`src/rtl/pdp8_pkg.sv`:
```
// Shared PDP-8 definitions used by the memory arbiter: FSM encoding,
// read-owner tag and the default fetch starvation limit.
package pdp8_pkg;

   typedef enum logic [1:0] {
      IDLE     = 2'd0,
      RD_ISSUE = 2'd1,
      WR_ISSUE = 2'd2,
      RD_DATA  = 2'd3
   } arb_state_e;

   typedef enum logic {
      OWN_IFU  = 1'b0,
      OWN_EXEC = 1'b1
   } arb_owner_e;

   localparam int ARB_STARVE_LIMIT = 4;

endpackage

```
`src/rtl/pdp_arb_starve_ctr.sv`:
```
// Saturating count of arbitration cycles fetch has lost in a row; starved
// flags that fetch must win the next arbitration it requests in.
module pdp_arb_starve_ctr
   import pdp8_pkg::*;
#(
   parameter int LIMIT = ARB_STARVE_LIMIT,
   parameter int CW    = $clog2(LIMIT + 1)
) (
   input  logic          clk,
   input  logic          reset,
   input  logic          inc,
   input  logic          clr,
   output logic [CW-1:0] cnt,
   output logic          starved
);

   assign starved = (cnt == CW'(LIMIT));

   // Clear has priority; increment saturates at LIMIT; otherwise hold.
   always_ff @(posedge clk or posedge reset) begin
      if (reset) begin
         cnt <= '0;
      end else if (clr) begin
         cnt <= '0;
      end else if (inc && !starved) begin
         cnt <= cnt + CW'(1);
      end else begin
         cnt <= cnt;
      end
   end

endmodule

```
`src/rtl/pdp_mem_arbiter.sv`:
```
// Shares the single memory_pdp port between instruction fetch (read-only)
// and EXEC (read/write), one registered access at a time.
module pdp_mem_arbiter
   import pdp8_pkg::*;
#(
   parameter int ADDR_WIDTH   = 12,
   parameter int DATA_WIDTH   = 12,
   parameter int STARVE_LIMIT = ARB_STARVE_LIMIT
) (
   input  logic                  clk,
   input  logic                  reset,
   input  logic                  ifu_rd_req,
   input  logic [ADDR_WIDTH-1:0] ifu_rd_addr,
   output logic                  ifu_gnt,
   output logic                  ifu_rd_valid,
   output logic [DATA_WIDTH-1:0] ifu_rd_data,
   input  logic                  exec_rd_req,
   input  logic [ADDR_WIDTH-1:0] exec_rd_addr,
   input  logic                  exec_wr_req,
   input  logic [ADDR_WIDTH-1:0] exec_wr_addr,
   input  logic [DATA_WIDTH-1:0] exec_wr_data,
   output logic                  exec_gnt,
   output logic                  exec_rd_valid,
   output logic [DATA_WIDTH-1:0] exec_rd_data,
   output logic                  mem_rd_req,
   output logic [ADDR_WIDTH-1:0] mem_rd_addr,
   output logic                  mem_wr_req,
   output logic [ADDR_WIDTH-1:0] mem_wr_addr,
   output logic [DATA_WIDTH-1:0] mem_wr_data,
   input  logic [DATA_WIDTH-1:0] mem_rd_data,
   output logic                  proto_err
);

   localparam int CW = $clog2(STARVE_LIMIT + 1);

   arb_state_e    state;
   arb_state_e    state_nxt;
   arb_owner_e    owner;
   logic [CW-1:0] starve_cnt;
   logic          starved;
   logic          arb_cycle;
   logic          win_ifu;
   logic          win_wr;
   logic          win_exrd;
   logic          cnt_inc;
   logic          cnt_clr;

   pdp_arb_starve_ctr #(
      .LIMIT (STARVE_LIMIT),
      .CW    (CW)
   ) u_starve (
      .clk     (clk),
      .reset   (reset),
      .inc     (cnt_inc),
      .clr     (cnt_clr),
      .cnt     (starve_cnt),
      .starved (starved)
   );

   // Priority pick; requests are ignored while an access is being issued.
   always_comb begin
      arb_cycle = (state == IDLE) || (state == RD_DATA);
      win_ifu   = 1'b0;
      win_wr    = 1'b0;
      win_exrd  = 1'b0;
      if (arb_cycle) begin
         if (starved && ifu_rd_req) begin
            win_ifu = 1'b1;
         end else if (exec_wr_req) begin
            win_wr = 1'b1;
         end else if (exec_rd_req) begin
            win_exrd = 1'b1;
         end else if (ifu_rd_req) begin
            win_ifu = 1'b1;
         end else begin
            win_ifu = 1'b0;
         end
      end else begin
         win_ifu = 1'b0;
      end
      cnt_inc = arb_cycle && ifu_rd_req && (win_wr || win_exrd);
      cnt_clr = arb_cycle && (!ifu_rd_req || win_ifu);
   end

   // Next-state selection.
   always_comb begin
      state_nxt = IDLE;
      case (state)
         IDLE, RD_DATA: begin
            if (win_wr) begin
               state_nxt = WR_ISSUE;
            end else if (win_exrd || win_ifu) begin
               state_nxt = RD_ISSUE;
            end else begin
               state_nxt = IDLE;
            end
         end
         RD_ISSUE: state_nxt = RD_DATA;
         WR_ISSUE: state_nxt = IDLE;
         default:  state_nxt = IDLE;
      endcase
   end

   // Registered grants, memory strobes, owner and read-valid steering.
   always_ff @(posedge clk or posedge reset) begin
      if (reset) begin
         state         <= IDLE;
         owner         <= OWN_IFU;
         ifu_gnt       <= 1'b0;
         exec_gnt      <= 1'b0;
         mem_rd_req    <= 1'b0;
         mem_rd_addr   <= '0;
         mem_wr_req    <= 1'b0;
         mem_wr_addr   <= '0;
         mem_wr_data   <= '0;
         ifu_rd_valid  <= 1'b0;
         exec_rd_valid <= 1'b0;
         proto_err     <= 1'b0;
      end else begin
         state       <= state_nxt;
         ifu_gnt     <= win_ifu;
         exec_gnt    <= win_wr || win_exrd;
         mem_rd_req  <= win_ifu || win_exrd;
         mem_rd_addr <= win_ifu ? ifu_rd_addr : (win_exrd ? exec_rd_addr : '0);
         mem_wr_req  <= win_wr;
         mem_wr_addr <= win_wr ? exec_wr_addr : '0;
         mem_wr_data <= win_wr ? exec_wr_data : '0;
         if (win_ifu) begin
            owner <= OWN_IFU;
         end else if (win_exrd) begin
            owner <= OWN_EXEC;
         end else begin
            owner <= owner;
         end
         ifu_rd_valid  <= (state == RD_ISSUE) && (owner == OWN_IFU);
         exec_rd_valid <= (state == RD_ISSUE) && (owner == OWN_EXEC);
         proto_err     <= proto_err | (exec_rd_req & exec_wr_req);
      end
   end

   assign ifu_rd_data  = ifu_rd_valid  ? mem_rd_data : '0;
   assign exec_rd_data = exec_rd_valid ? mem_rd_data : '0;

endmodule

```
`config.mk`:
```
export PLATFORM = sky130hd
export DESIGN_NAME = pdp_mem_arbiter
export DESIGN_NICKNAME = d
export VERILOG_FILES = /design/src/rtl/pdp8_pkg.sv /design/src/rtl/pdp_arb_starve_ctr.sv /design/src/rtl/pdp_mem_arbiter.sv
export SDC_FILE = /design/constraint.sdc
export NUM_CORES = 1
export LEC_CHECK = 0
export CORE_MARGIN = 2
export CORE_UTILIZATION = 35
export CTS_CLUSTER_DIAMETER = 40
export DETAILED_ROUTE_END_ITERATION = 16
export PLACE_DENSITY_LB_ADDON = 0.12
export REMOVE_ABC_BUFFERS = 1
export SYNTH_ARGS = -nofsm -noshare
export SYNTH_HDL_FRONTEND = slang
export SYNTH_SLANG_ARGS = --single-unit
```
`constraint.sdc`:
```
create_clock -name clk -period 1.64 [get_ports clk]
set_input_delay 0.328 -clock clk [delete_from_list [all_inputs] [get_ports clk]]
set_output_delay 0.328 -clock clk [all_outputs]
set_load 0.05 [all_outputs]
```
# After elaboration in Yosys (flattened, before gate mapping)

Index checks and enable logic that the tools add are counted.

Register bits: 49
Input port bits: 65
Output and inout port bits: 67
Logic and storage cells: 63

Add/subtract/negate cells: 1
Equality and inequality tests: 4
Multiplexer cells: 25
Bitwise gates (word level): 3
Reductions and logical operators: 17

Operators with widths:

| kind                | number |
|---|---|
| $mux 12             | 6 |
| $mux 1              | 15 |
| $logic_and 1x1->1   | 7 |
| $mux 3              | 2 |
| $pmux 2 s3          | 1 |
| $eq 2x2->1 const B  | 2 |
| $logic_or 1x1->1    | 4 |
| $reduce_bool 2->1   | 2 |
| $add 3x1->3 const B | 1 |
| $eq 3x3->1 const B  | 1 |
| $eq 2x1->1 const B  | 1 |
| $logic_not 1->1     | 2 |
| $logic_not 2->1     | 1 |
| $mux 2              | 1 |
| $reduce_or 2->1     | 1 |
| $and 1x1->1         | 1 |
| $not 1->1           | 1 |
| $or 1x1->1          | 1 |

# Logic depth before layout (Yosys ltp)

Gate-level depths: netlist of the first run.

Depth in word-level cells: 9
Gate-level depth with buffers: 7
Gate-level depth less buffers: 5

# Modules after synthesis

A second synthesis of the first run with hierarchy kept.

Cells, all modules: 155
Area total of the unflattened synthesis: 2004.4 um^2

By module, submodules not included:

| module             | instances | cells each | area each (um^2) | sequential area each (um^2) |
|---|---|---|---|---|
| pdp_mem_arbiter    | 1         | 136        | 1808.0           | 1151.1 |
| pdp_arb_starve_ctr | 1         | 19         | 196.4            | 75.1 |

# Worst setup path before layout of the first run

Ideal clock, no wire load.

Kind: register to output
Start: register ifu_rd_valid
End: output ifu_rd_data[11]
Arrival: 1.324 ns
Required time: 1.312 ns
Slack: -0.012 ns
Cell stages (with the launch flop): 3
Cell sequence: dfrtp_1 > clkbuf_1 > and2_1

Longest elaborated chain between the ends: 1

RTL lines:

| item                   | line                   | source |
|---|---|---|
| start, declared        | pdp_mem_arbiter.sv:15  | `output logic ifu_rd_valid,` |
| start signal, assigned | pdp_mem_arbiter.sv:135 | `ifu_rd_valid <= (state == RD_ISSUE) && (owner == OWN_IFU);` |
| $mux 12                | pdp_mem_arbiter.sv:141 | `assign ifu_rd_data = ifu_rd_valid ? mem_rd_data : '0;` |
| end, declared          | pdp_mem_arbiter.sv:16  | `output logic [DATA_WIDTH-1:0] ifu_rd_data,` |

Every way passes these cells.

# Worst setup path after layout of the first run

Start: register u_starve.cnt[0]
End: register exec_gnt

Longest elaborated chain between the ends: 5
Elaborated cells between the ends (all ways): 7
Classes of those cells: eq/ne: 1; mux: 4; reduce/logical: 2

RTL lines:

| item                   | line                     | source |
|---|---|---|
| start, declared        | pdp_arb_starve_ctr.sv:13 | `output logic [CW-1:0] cnt,` |
| start signal, assigned | pdp_arb_starve_ctr.sv:26 | `cnt <= cnt + CW'(1);` |
| start signal, assigned | pdp_arb_starve_ctr.sv:28 | `cnt <= cnt;` |
| $eq 3x3->1 *           | pdp_arb_starve_ctr.sv:17 | `assign starved = (cnt == CW'(LIMIT));` |
| $logic_and 1x1->1 *    | pdp_mem_arbiter.sv:67    | `if (starved && ifu_rd_req) begin` |
| $mux 1                 | pdp_mem_arbiter.sv:67    |  |
| $mux 1                 | pdp_mem_arbiter.sv:66    | `if (arb_cycle) begin` |
| $logic_or 1x1->1 *     | pdp_mem_arbiter.sv:122   | `exec_gnt <= win_wr \|\| win_exrd;` |
| end signal, assigned   | pdp_mem_arbiter.sv:122   |  |
| end, declared          | pdp_mem_arbiter.sv:22    | `output logic exec_gnt,` |

Every way passes the cells marked *; elsewhere a longest branch is shown, timed or not.
A chain may end at the register's enable or synchronous reset.

==> results.tsv, run 1 <==
metric	value	unit
Synth Area in Simple Gates	0.192	
WL met1	1870	um
Top Ports	132	
filler instances	395	
worst-skew pair later-pin latency	300	ps
crit-path max FO	14	
xor-xnor portion of the synthesized cell area	0	
pin count of the biggest net entering global routing	50	
CTS Buf Count	5	
Place WS	-175	ps
final std cells w/o fill	356	
Via-to-Cell Ratio	4.45	
Worst VDD drop	0.00108	V
Finished Cell Area	3580	sq um
area grow syn2layout	86.3	%
status	complete, no violations	
Routed WL per cell	13.3	um
register area share after synthesis	0.637	
Post-CTS Hold Buffers	0	
final wirelength	4730	um
CP arrival	1720	ps
hold crit path type	in -> async	
R2R Setup Slk	120	ps
CTS sink cnt	49	
DR WL met2	2250	um
chip width	78.2	um
maxcap violations	0	
final net count	353	
share of layout cells above drive strength 1	0.322	
Pre-Repair DR Iteration Count	4	
Syn Inst Count	149	
Avg Cell Area, Syn	12.9	sq um
Rows	26	
Worst R2R End	exec_gnt$_DFF_PP0_	
Worst Tran Pin Value	356	ps
Synth warnings	0	
Placer Congestion	0.703	
RSZ-0062 raised after global routing	false	
Placement Cell Area	3480	sq um
WP data required	1830	ps
register area	1230	sq um
critical path endpoint	exec_gnt$_DFF_PP0_	
mapped cell area	1920	sq um
DR vias	1584	
first-pass GRT wire length	7510	um
Setup crit start kind	flop	
number of antenna diodes	0	
main combinational cell family by area after synthesis	simple AND/OR/NAND/NOR gates	
Pins Over Slew Limit	0	
total core area	5200	sq um
reg2reg path depth	6	
count of cell types in the netlist	27	
post-synthesis adder-cell area fraction	0.0195	
Fin Hold WS	365	ps
Worst Setup SP	u_starve.cnt[0]$_DFFE_PP0P_	
Power per Cell Area	1490	nW/um^2
LEAKAGE	0.00171	uW
Initial Utilization	0.370	
multi-input logic area	606	sq um
DP Wirelength	3720	um
Setup CP Type	reg -> reg	
Overflow after GRT	0	
Finish-stage setup viols	0	
ranking of synthesized cells by area	dfrtp_1 (64%), and2_1 (16%), a22o_1 (4.6%)	
Residual DRC	0	
top routing layer used	met4	
post-synthesis register bit count	49	
Synth Area in Compound Gates	0.0943	
DRT iter0 DRCs	34	
PortBufs	131	
area leader, netlist	dfrtp_1	
CP endpoint kind	flop	
placed cells	348	
clk slew on worst S/H paths	90	ps
final clock skew	3.40	ps
vias in the first global route	1497	
post-synthesis mux area share	0.00520	
clock root buffer	clkbuf_8	
Worst Slack Setup Final	119	ps
reg-to-reg critical path startpoint	u_starve.cnt[0]$_DFFE_PP0P_	
WL met3	508	um
# H-tree levels	2	
final period utilization	0.927	
GRT Total Usage	0.159	
Die Y	78.2	um
TritonCTS clock tree	done	
post-synth top area share	0.637	
Period minus WS final	1520	ps
post-route ant nets	0	
Setup TNS	0	ps
f_max	658	MHz
maximum clock path buffer count	2	
initial antenna violation count	0	
Worst slew margin	0.762	
die area	6110	sq um
Fin. Hold Viols	0	
## cell type report
class / instances / share of cell area
Timing Repair Buffer: 138 / 0.431
Sequential cell: 49 / 0.343
Multi-Input combinational cell: 84 / 0.169
Tap cell: 70 / 0.0244
Clock buffer: 5 / 0.0192
Inverter: 7 / 0.00733
Clock inverter: 3 / 0.00593
## report_power, final
| part | internal [uW] | switching (uW) |
|---|---|---|
| sequential | 1510 | 135 |
| combinational | 1180 | 1810 |
| clock | 303 | 409 |
| total | 3000 | 2350 |
## placed cells by master, fill, tap and decap left out, types with 5 or more instances in the layout
master,n
inv_1,6
clkdlybuf4s50_1,64
buf_12,28
clkbuf_8,5
and2_1,49
buf_4,46
dfrtp_1,47
a22o_1,10
## through the flow
stage	power, uW	utilization
floorplan	3390	-
global placement	4650	0.669
detailed placement	4680	0.669
CTS	5410	0.687
global route	5640	0.689
finish	5350	0.689
## synth_stat cells (all sizes together)
master and n:
and2 49, o22a 1, clkbuf 2, a21o 2
or2 2, nand3 2, and3 1, o22ai 2
mux2i 1, nand2 1, buf 7, inv 7
a211o 1, dfrtp 49, nor2b 1, a22o 12
o21ai 1, nor2 1, and4b 1, a31oi 1
ha 3, nor3b 1, a2bb2oi 1
## worst min path at each step
| stage | startpoint | endpoint | slack [ps] | cells after the start |
|---|---|---|---|---|
| 2_1_floorplan | owner$_DFFE_PP0P_ | ifu_rd_valid$_DFF_PP0_ | 420 | 1 |
| 3_5_place_dp | owner$_DFFE_PP0P_ | ifu_rd_valid$_DFF_PP0_ | 450 | 1 |
| 4_1_cts | reset | state[0]$_DFF_PP0_ | 380 | 3 |
| 5_1_grt | reset | proto_err$_DFF_PP0_ | 380 | 3 |
| 3_3_place_gp | owner$_DFFE_PP0P_ | ifu_rd_valid$_DFF_PP0_ | 440 | 1 |
| 6_report | reset | proto_err$_DFF_PP0_ | 360 | 3 |
## critical path: stages (launching register included)
cell and delay, ps:
dfrtp_1 390, inv_1 90, ha_2 210, nand3_1 80, and4b_1 270, buf_12 170
or2_1 200
## logic make-up (layout without fill, tap and decap cells)
family / after synthesis / after routing
flip-flops: 49 / 49
AND/OR/NAND/NOR: 59 / 59
AO/OA/AOI/OAI: 21 / 21
buffers and inverters: 16 / 153
multiplexers: 1 / 1
adder cells (fa/ha/maj): 3 / 3
## registers in the layout, indices dropped and copies added, names as in the netlist, 2 cells and up
| name | count |
|---|---|
| mem_wr_data | 12 |
| mem_wr_addr | 12 |
| u_starve.cnt | 3 |
| state | 2 |
| mem_rd_addr | 12 |
## timing repair
item | 4_1_cts | 5_1_grt
buffers inserted | 0 | 0
endpoints found under the setup margin | 1 | 27
pin swaps | 0 | 0
endpoints found under the hold margin | 0 | 0
gates resized for setup | 1 | 3
## layer usage
metal,vias to the layer above,global-route usage
li1,755,-
met5,-,0
met2,89,0.255
met4,0,0.0632
met1,730,0.186
met3,10,0.0724
Note: power is estimated with default switching activity, not from simulation.
==> run 2, diff against run 1 <==
==> constraint.sdc (replaced) <==
create_clock -name clk -period 1.64 [get_ports clk]
set_input_delay 0.164 -clock clk [delete_from_list [all_inputs] [get_ports clk]]
set_output_delay 0.164 -clock clk [all_outputs]
set_load 0.05 [all_outputs]
==> run 2 against run 1 <==
  * Core utilization up 0.41 points
  * Clock power up 3.5%
  * Worst hold slack worse by 150 ps
  * Critical path type is now reg -> out
  * Largest cell class unchanged
==> results.tsv, run 2 (same netlist as run 1, synthesis figures left out) <==
metric	value	unit	change
commonest cells after routing, fill and taps aside	clkdlybuf4s50_1 (77), and2_1 (49), dfrtp_1 (49), buf_4 (31), buf_12 (25)		was clkdlybuf4s50_1 (64), and2_1 (49), dfrtp_1 (47), buf_4 (46), buf_12 (28)
Worst VDD drop	0.00103	V	was 0.00108 V
CP max stage cell	clkdlybuf4s50_1		was dfrtp_1
final net count	352		was 353
Placement Cell Area	3480	sq um	about the same
RSZ-0062 raised after global routing	false		unchanged
Finished Cell Area	3610	sq um	was 3580 sq um
clk slew on worst S/H paths	90	ps	about the same
Post-CTS Hold Buffers	0		unchanged
Pins Over Slew Limit	0		unchanged
reg-to-reg critical path startpoint	u_starve.cnt[0]$_DFFE_PP0P_		unchanged
PostCTS Resize Cnt	1		unchanged
Finish-stage setup viols	0		unchanged
pin count of the biggest net entering global routing	50		unchanged
Layout Utilization	0.693		was 0.689
maxcap violations	0		unchanged
Top Ports	132		unchanged
first-pass GRT wire length	7670	um	was 7510 um
CP top delay family	buffers and inverters		was simple AND/OR/NAND/NOR gates
crit-path max cell delay	810	ps	was 390 ps
Power per Cell Area	1490	nW/um^2	about the same
final clock skew	4.35	ps	was 3.40 ps
CP arrival	1440	ps	was 1720 ps
Worst Setup SP	mem_wr_data[4]$_DFF_PP0_		was u_starve.cnt[0]$_DFFE_PP0P_
Setup CP Type	reg -> out		was reg -> reg
Initial Utilization	0.370		unchanged
Via-to-Cell Ratio	4.51		was 4.45
die area	6110	sq um	unchanged
placed cells	347		was 348
GRT Total Usage	0.163		was 0.159
final period utilization	0.976		was 0.927
Place WS	-20.4	ps	was -175 ps
Setup crit start kind	flop		unchanged
Worst Slack Setup Final	39.9	ps	was 119 ps
register area	1230	sq um	about the same
Final Power	5370	uW	was 5350 uW
Rows	26		unchanged
f_max	625	MHz	was 658 MHz
WP data required	1480	ps	was 1830 ps
PortBufs	131		unchanged
vias in the first global route	1605		was 1497
Worst Tran Pin Value	514	ps	was 356 ps
# H-tree levels	2		unchanged
Die Y	78.2	um	unchanged
initial antenna violation count	0		unchanged
Fin. Hold Viols	0		unchanged
DR vias	1601		was 1584
crit-path max FO	1		was 14
Period minus WS final	1600	ps	was 1520 ps
CP endpoint kind	output pin		was flop
Pre-Repair DR Iteration Count	4		unchanged
CTS Buf Count	5		unchanged
Post-CTS Setup Bufs	0		unchanged
most common cell after layout, fill and taps aside	clkdlybuf4s50_1		unchanged
DRT iter0 DRCs	37		was 34
biggest regs	mem_rd_addr x12, mem_wr_addr x12, mem_wr_data x12		unchanged
post-route ant nets	0		unchanged
status	complete, no violations		unchanged
worst path bufs/invs	1		was 2
Overflow after GRT	0		unchanged
Routed WL per cell	13.9	um	was 13.3 um
CP Cell Sequence	clkdlybuf4s50_1		was inv_1 > ha_2 > nand3_1 > and4b_1 > buf_12 > or2_1
Worst slew margin	0.656		was 0.762
Residual DRC	0		unchanged
worst-skew pair later-pin latency	300	ps	about the same
CTS sink cnt	49		unchanged
number of antenna diodes	0		unchanged
clock root buffer	clkbuf_8		unchanged
multi-input logic area	616	sq um	was 606 sq um
final std cells w/o fill	355		was 356
DP Wirelength	3860	um	was 3720 um
chip width	78.2	um	unchanged
maximum clock path buffer count	2		unchanged
LEAKAGE	0.00174	uW	was 0.00171 uW
final wirelength	4930	um	was 4730 um
area grow syn2layout	87.4	%	was 86.3%
hold crit path type	in -> async		unchanged
Placer Congestion	0.697		was 0.703
total core area	5200	sq um	unchanged
TritonCTS clock tree	done		unchanged
share of layout cells above drive strength 1	0.253		was 0.322
filler instances	403		was 395
[run 2: stage by stage]
stage / setup TNS (ps) / hold WS [ps]
2_1_floorplan: 0 / 281
3_5_place_dp: -87.2 / 438
3_3_place_gp: 0 / 435
4_1_cts: 0 / 221
5_1_grt: 0 / 229
6_report: 0 / 214
[run 2: path summary, 6_finish.rpt]
kind	slack, ps	end	cells after the start
setup / recovery	40	mem_wr_data[4]	1
hold / removal	210	mem_wr_addr[10]$_DFF_PP0_	3
setup reg to reg	100	state[0]$_DFF_PP0_	5
hold reg to reg	450	ifu_rd_valid$_DFF_PP0_	1
max in group asynchronous	1200	mem_wr_addr[6]$_DFF_PP0_	3
min in group clk	410	mem_wr_data[7]$_DFF_PP0_	2
[run 2: final cells by class]
type | instances | area share
clock inverter | 2 | 0.00382
timing repair buffer | 137 | 0.431
inverter | 7 | 0.00729
tap | 70 | 0.0243
clock buffer | 6 | 0.0229
sequential | 49 | 0.340
multi-input combinational | 84 | 0.171
[run 2: power by group]
part / total (uW) / switching (uW) / internal [uW]
clock network: 737 / 395 / 342
logic: 3000 / 1830 / 1170
registers: 1640 / 130 / 1510
total: 5370 / 2350 / 3020
[run 2: metal layers]
layer,GRT usage,vias to the layer above,routed length (um)
li1,-,753,-
met1,0.178,748,1910
met2,0.279,91,2380
met3,0.0644,9,512
met4,0.0737,0,125
met5,0,-,0
==> run 3, diff against run 2 <==
Settings changed: CELL_PAD_IN_SITES_DETAIL_PLACEMENT set to 1, CELL_PAD_IN_SITES_GLOBAL_PLACEMENT set to 2, CORE_UTILIZATION 35 to 20, GPL_TIMING_DRIVEN set to 1.
==> run 3 against run 2 <==
  * Global-route usage shrank 5.8 points
  * Cell count grew 16%
  * Wire length grew 11%
  * Core utilization shrank 30 points
  * Cell area grew 2.2%
  * Count of clock-buffer cells in the layout shrank 1
  * Sequential power is essentially flat
  * Non-clock buffer count shrank 1
  * Critical path type unchanged
  * Sequential cell count is the same
==> results.tsv, run 3 (same netlist as run 1, synthesis figures left out) <==
metric	value	unit	change
TritonCTS clock tree	done		unchanged
Post-CTS Hold Buffers	0		unchanged
number of antenna diodes	0		unchanged
CP max stage cell	clkdlybuf4s50_1		unchanged
# H-tree levels	2		unchanged
CP arrival	1430	ps	was 1440 ps
critical path endpoint	mem_rd_addr[10]		was mem_wr_data[4]
Rows	35		was 26
GRT Total Usage	0.105		was 0.163
Residual DRC	0		unchanged
Period minus WS final	1590	ps	was 1600 ps
Fin. Hold Viols	0		unchanged
post-route ant nets	0		unchanged
Finish-stage setup viols	0		unchanged
total core area	9280	sq um	was 5200 sq um
Die Y	102	um	was 78.2 um
Worst Setup SP	mem_rd_addr[10]$_DFF_PP0_		was mem_wr_data[4]$_DFF_PP0_
hold crit path type	in -> async		unchanged
Power per Cell Area	1490	nW/um^2	about the same
RSZ-0062 raised after global routing	false		unchanged
DR vias	1607		was 1601
pin count of the biggest net entering global routing	24		was 50
Initial Utilization	0.207		was 0.370
Worst VDD drop	0.000528	V	was 0.00103 V
final clock skew	9.40	ps	was 4.35 ps
CP top delay family	buffers and inverters		unchanged
Setup CP Type	reg -> out		unchanged
Setup TNS	0	ps	unchanged
final wirelength	5490	um	was 4930 um
crit-path max cell delay	800	ps	was 810 ps
Worst Slack Setup Final	49.8	ps	was 39.9 ps
maximum clock path buffer count	2		unchanged
Worst slew margin	0.651		was 0.656
crit-path max FO	1		unchanged
share of layout cells above drive strength 1	0.278		was 0.253
Top Ports	132		unchanged
filler instances	1017		was 403
Via-to-Cell Ratio	3.89		was 4.51
PortBufs	131		unchanged
R2R Setup Slk	140	ps	was 100 ps
vias in the first global route	1706		was 1605
biggest regs	mem_rd_addr x12, mem_wr_addr x12, mem_wr_data x12		unchanged
Worst R2R End	state[0]$_DFF_PP0_		unchanged
final period utilization	0.970		was 0.976
Routed WL per cell	13.3	um	was 13.9 um
f_max	629	MHz	was 625 MHz
Overflow after GRT	0		unchanged
CP Cell Sequence	clkdlybuf4s50_1		unchanged
CTS sink cnt	49		unchanged
most common cell after layout, fill and taps aside	clkdlybuf4s50_1		unchanged
status	complete, no violations		unchanged
worst path bufs/invs	1		unchanged
Placer Congestion	0.739		was 0.697
reg2reg path depth	5		unchanged
die area	10400	sq um	was 6110 sq um
CP endpoint kind	output pin		unchanged
final net count	351		was 352
worst-skew pair later-pin latency	300	ps	about the same
area grow syn2layout	91.5	%	was 87.4%
first-pass GRT wire length	8490	um	was 7670 um
WP data required	1480	ps	about the same
DP Wirelength	4390	um	was 3860 um
Worst path depth	1		unchanged
Pins Over Slew Limit	0		unchanged
initial antenna violation count	0		unchanged
CTS Buf Count	5		unchanged
Final Power	5510	uW	was 5370 uW
Layout Utilization	0.397		was 0.693
Place WS	-89.2	ps	was -20.4 ps
LEAKAGE	0.00179	uW	was 0.00174 uW
clock root buffer	clkbuf_8		unchanged
reg-to-reg critical path startpoint	u_starve.cnt[0]$_DFFE_PP0P_		unchanged
clk slew on worst S/H paths	90	ps	about the same
commonest cells after routing, fill and taps aside	clkdlybuf4s50_1 (68), and2_1 (49), dfrtp_1 (49), buf_4 (36), buf_12 (26)		was clkdlybuf4s50_1 (77), and2_1 (49), dfrtp_1 (49), buf_4 (31), buf_12 (25)
DRT iter0 DRCs	29		was 37
maxcap violations	0		unchanged
chip width	102	um	was 78.2 um
Worst Tran Pin Value	523	ps	was 514 ps
Pre-Repair DR Iteration Count	2		was 4
Setup crit start kind	flop		unchanged
## run 3: cell count changes in the layout (fill, tap and decap cells not counted), sizes merged
cell           change
dlymetal6s2s       +2
bufinv             +1
clkbuf             -1
inv                +1
clkinv             -1
clkdlybuf4s50      -9
buf                +6
## run 3: area by class of cell
type                            count  area (sq um)  share of cell area
Inverter                            7          26.3             0.00713
Multi-Input combinational cell     84           612               0.166
Timing Repair Buffer              136          1550               0.420
Sequential cell                    49          1230               0.333
Clock buffer                        5          68.8              0.0187
Tap cell                          129           161              0.0438
Clock inverter                      3          43.8              0.0119
## run 3: metrics by stage
stage | cells | hold WS, ps | cell area, sq um
2_1_floorplan | 140 | 281 | 1850
4_1_cts | 413 | 139 | 3660
3_3_place_gp | 405 | 449 | 3540
6_report | 413 | 141 | 3680
3_5_place_dp | 405 | 454 | 3540
5_1_grt | 413 | 158 | 3680
## run 3: how the worst min path moves through the flow
stage	from	end	slack, ps	depth (start not counted)
after global placement	owner$_DFFE_PP0P_	ifu_rd_valid$_DFF_PP0_	450	1
after detailed placement	owner$_DFFE_PP0P_	ifu_rd_valid$_DFF_PP0_	450	1
after floorplan	exec_wr_req	proto_err$_DFF_PP0_	280	1
after CTS	reset	mem_wr_addr[6]$_DFF_PP0_	140	2
after global routing	reset	mem_wr_addr[6]$_DFF_PP0_	160	2
final	reset	mem_wr_addr[6]$_DFF_PP0_	140	2
## run 3: power by group
| part | total (uW) | internal, uW | leakage, uW | switching (uW) |
|---|---|---|---|---|
| Combinational | 3000 | 1170 | 0.00108 | 1830 |
| Clock | 866 | 457 | 0.0000585 | 409 |
| Sequential | 1640 | 1510 | 0.000647 | 134 |
## run 3: repair_timing
item                                    in CTS  in global routing
endpoints found under the setup margin      14                 26
setup buffers                                0                  0
resized for setup                            2                  9
## run 3: per-layer routing
| layer | global-route usage | up-vias | wire (um) |
|---|---|---|---|
| li1 | - | 751 | - |
| met1 | 0.127 | 762 | 2150 |
| met2 | 0.171 | 92 | 2650 |
| met3 | 0.0479 | 2 | 669 |
| met4 | 0.0277 | 0 | 30 |
| met5 | 0 | - | 0 |
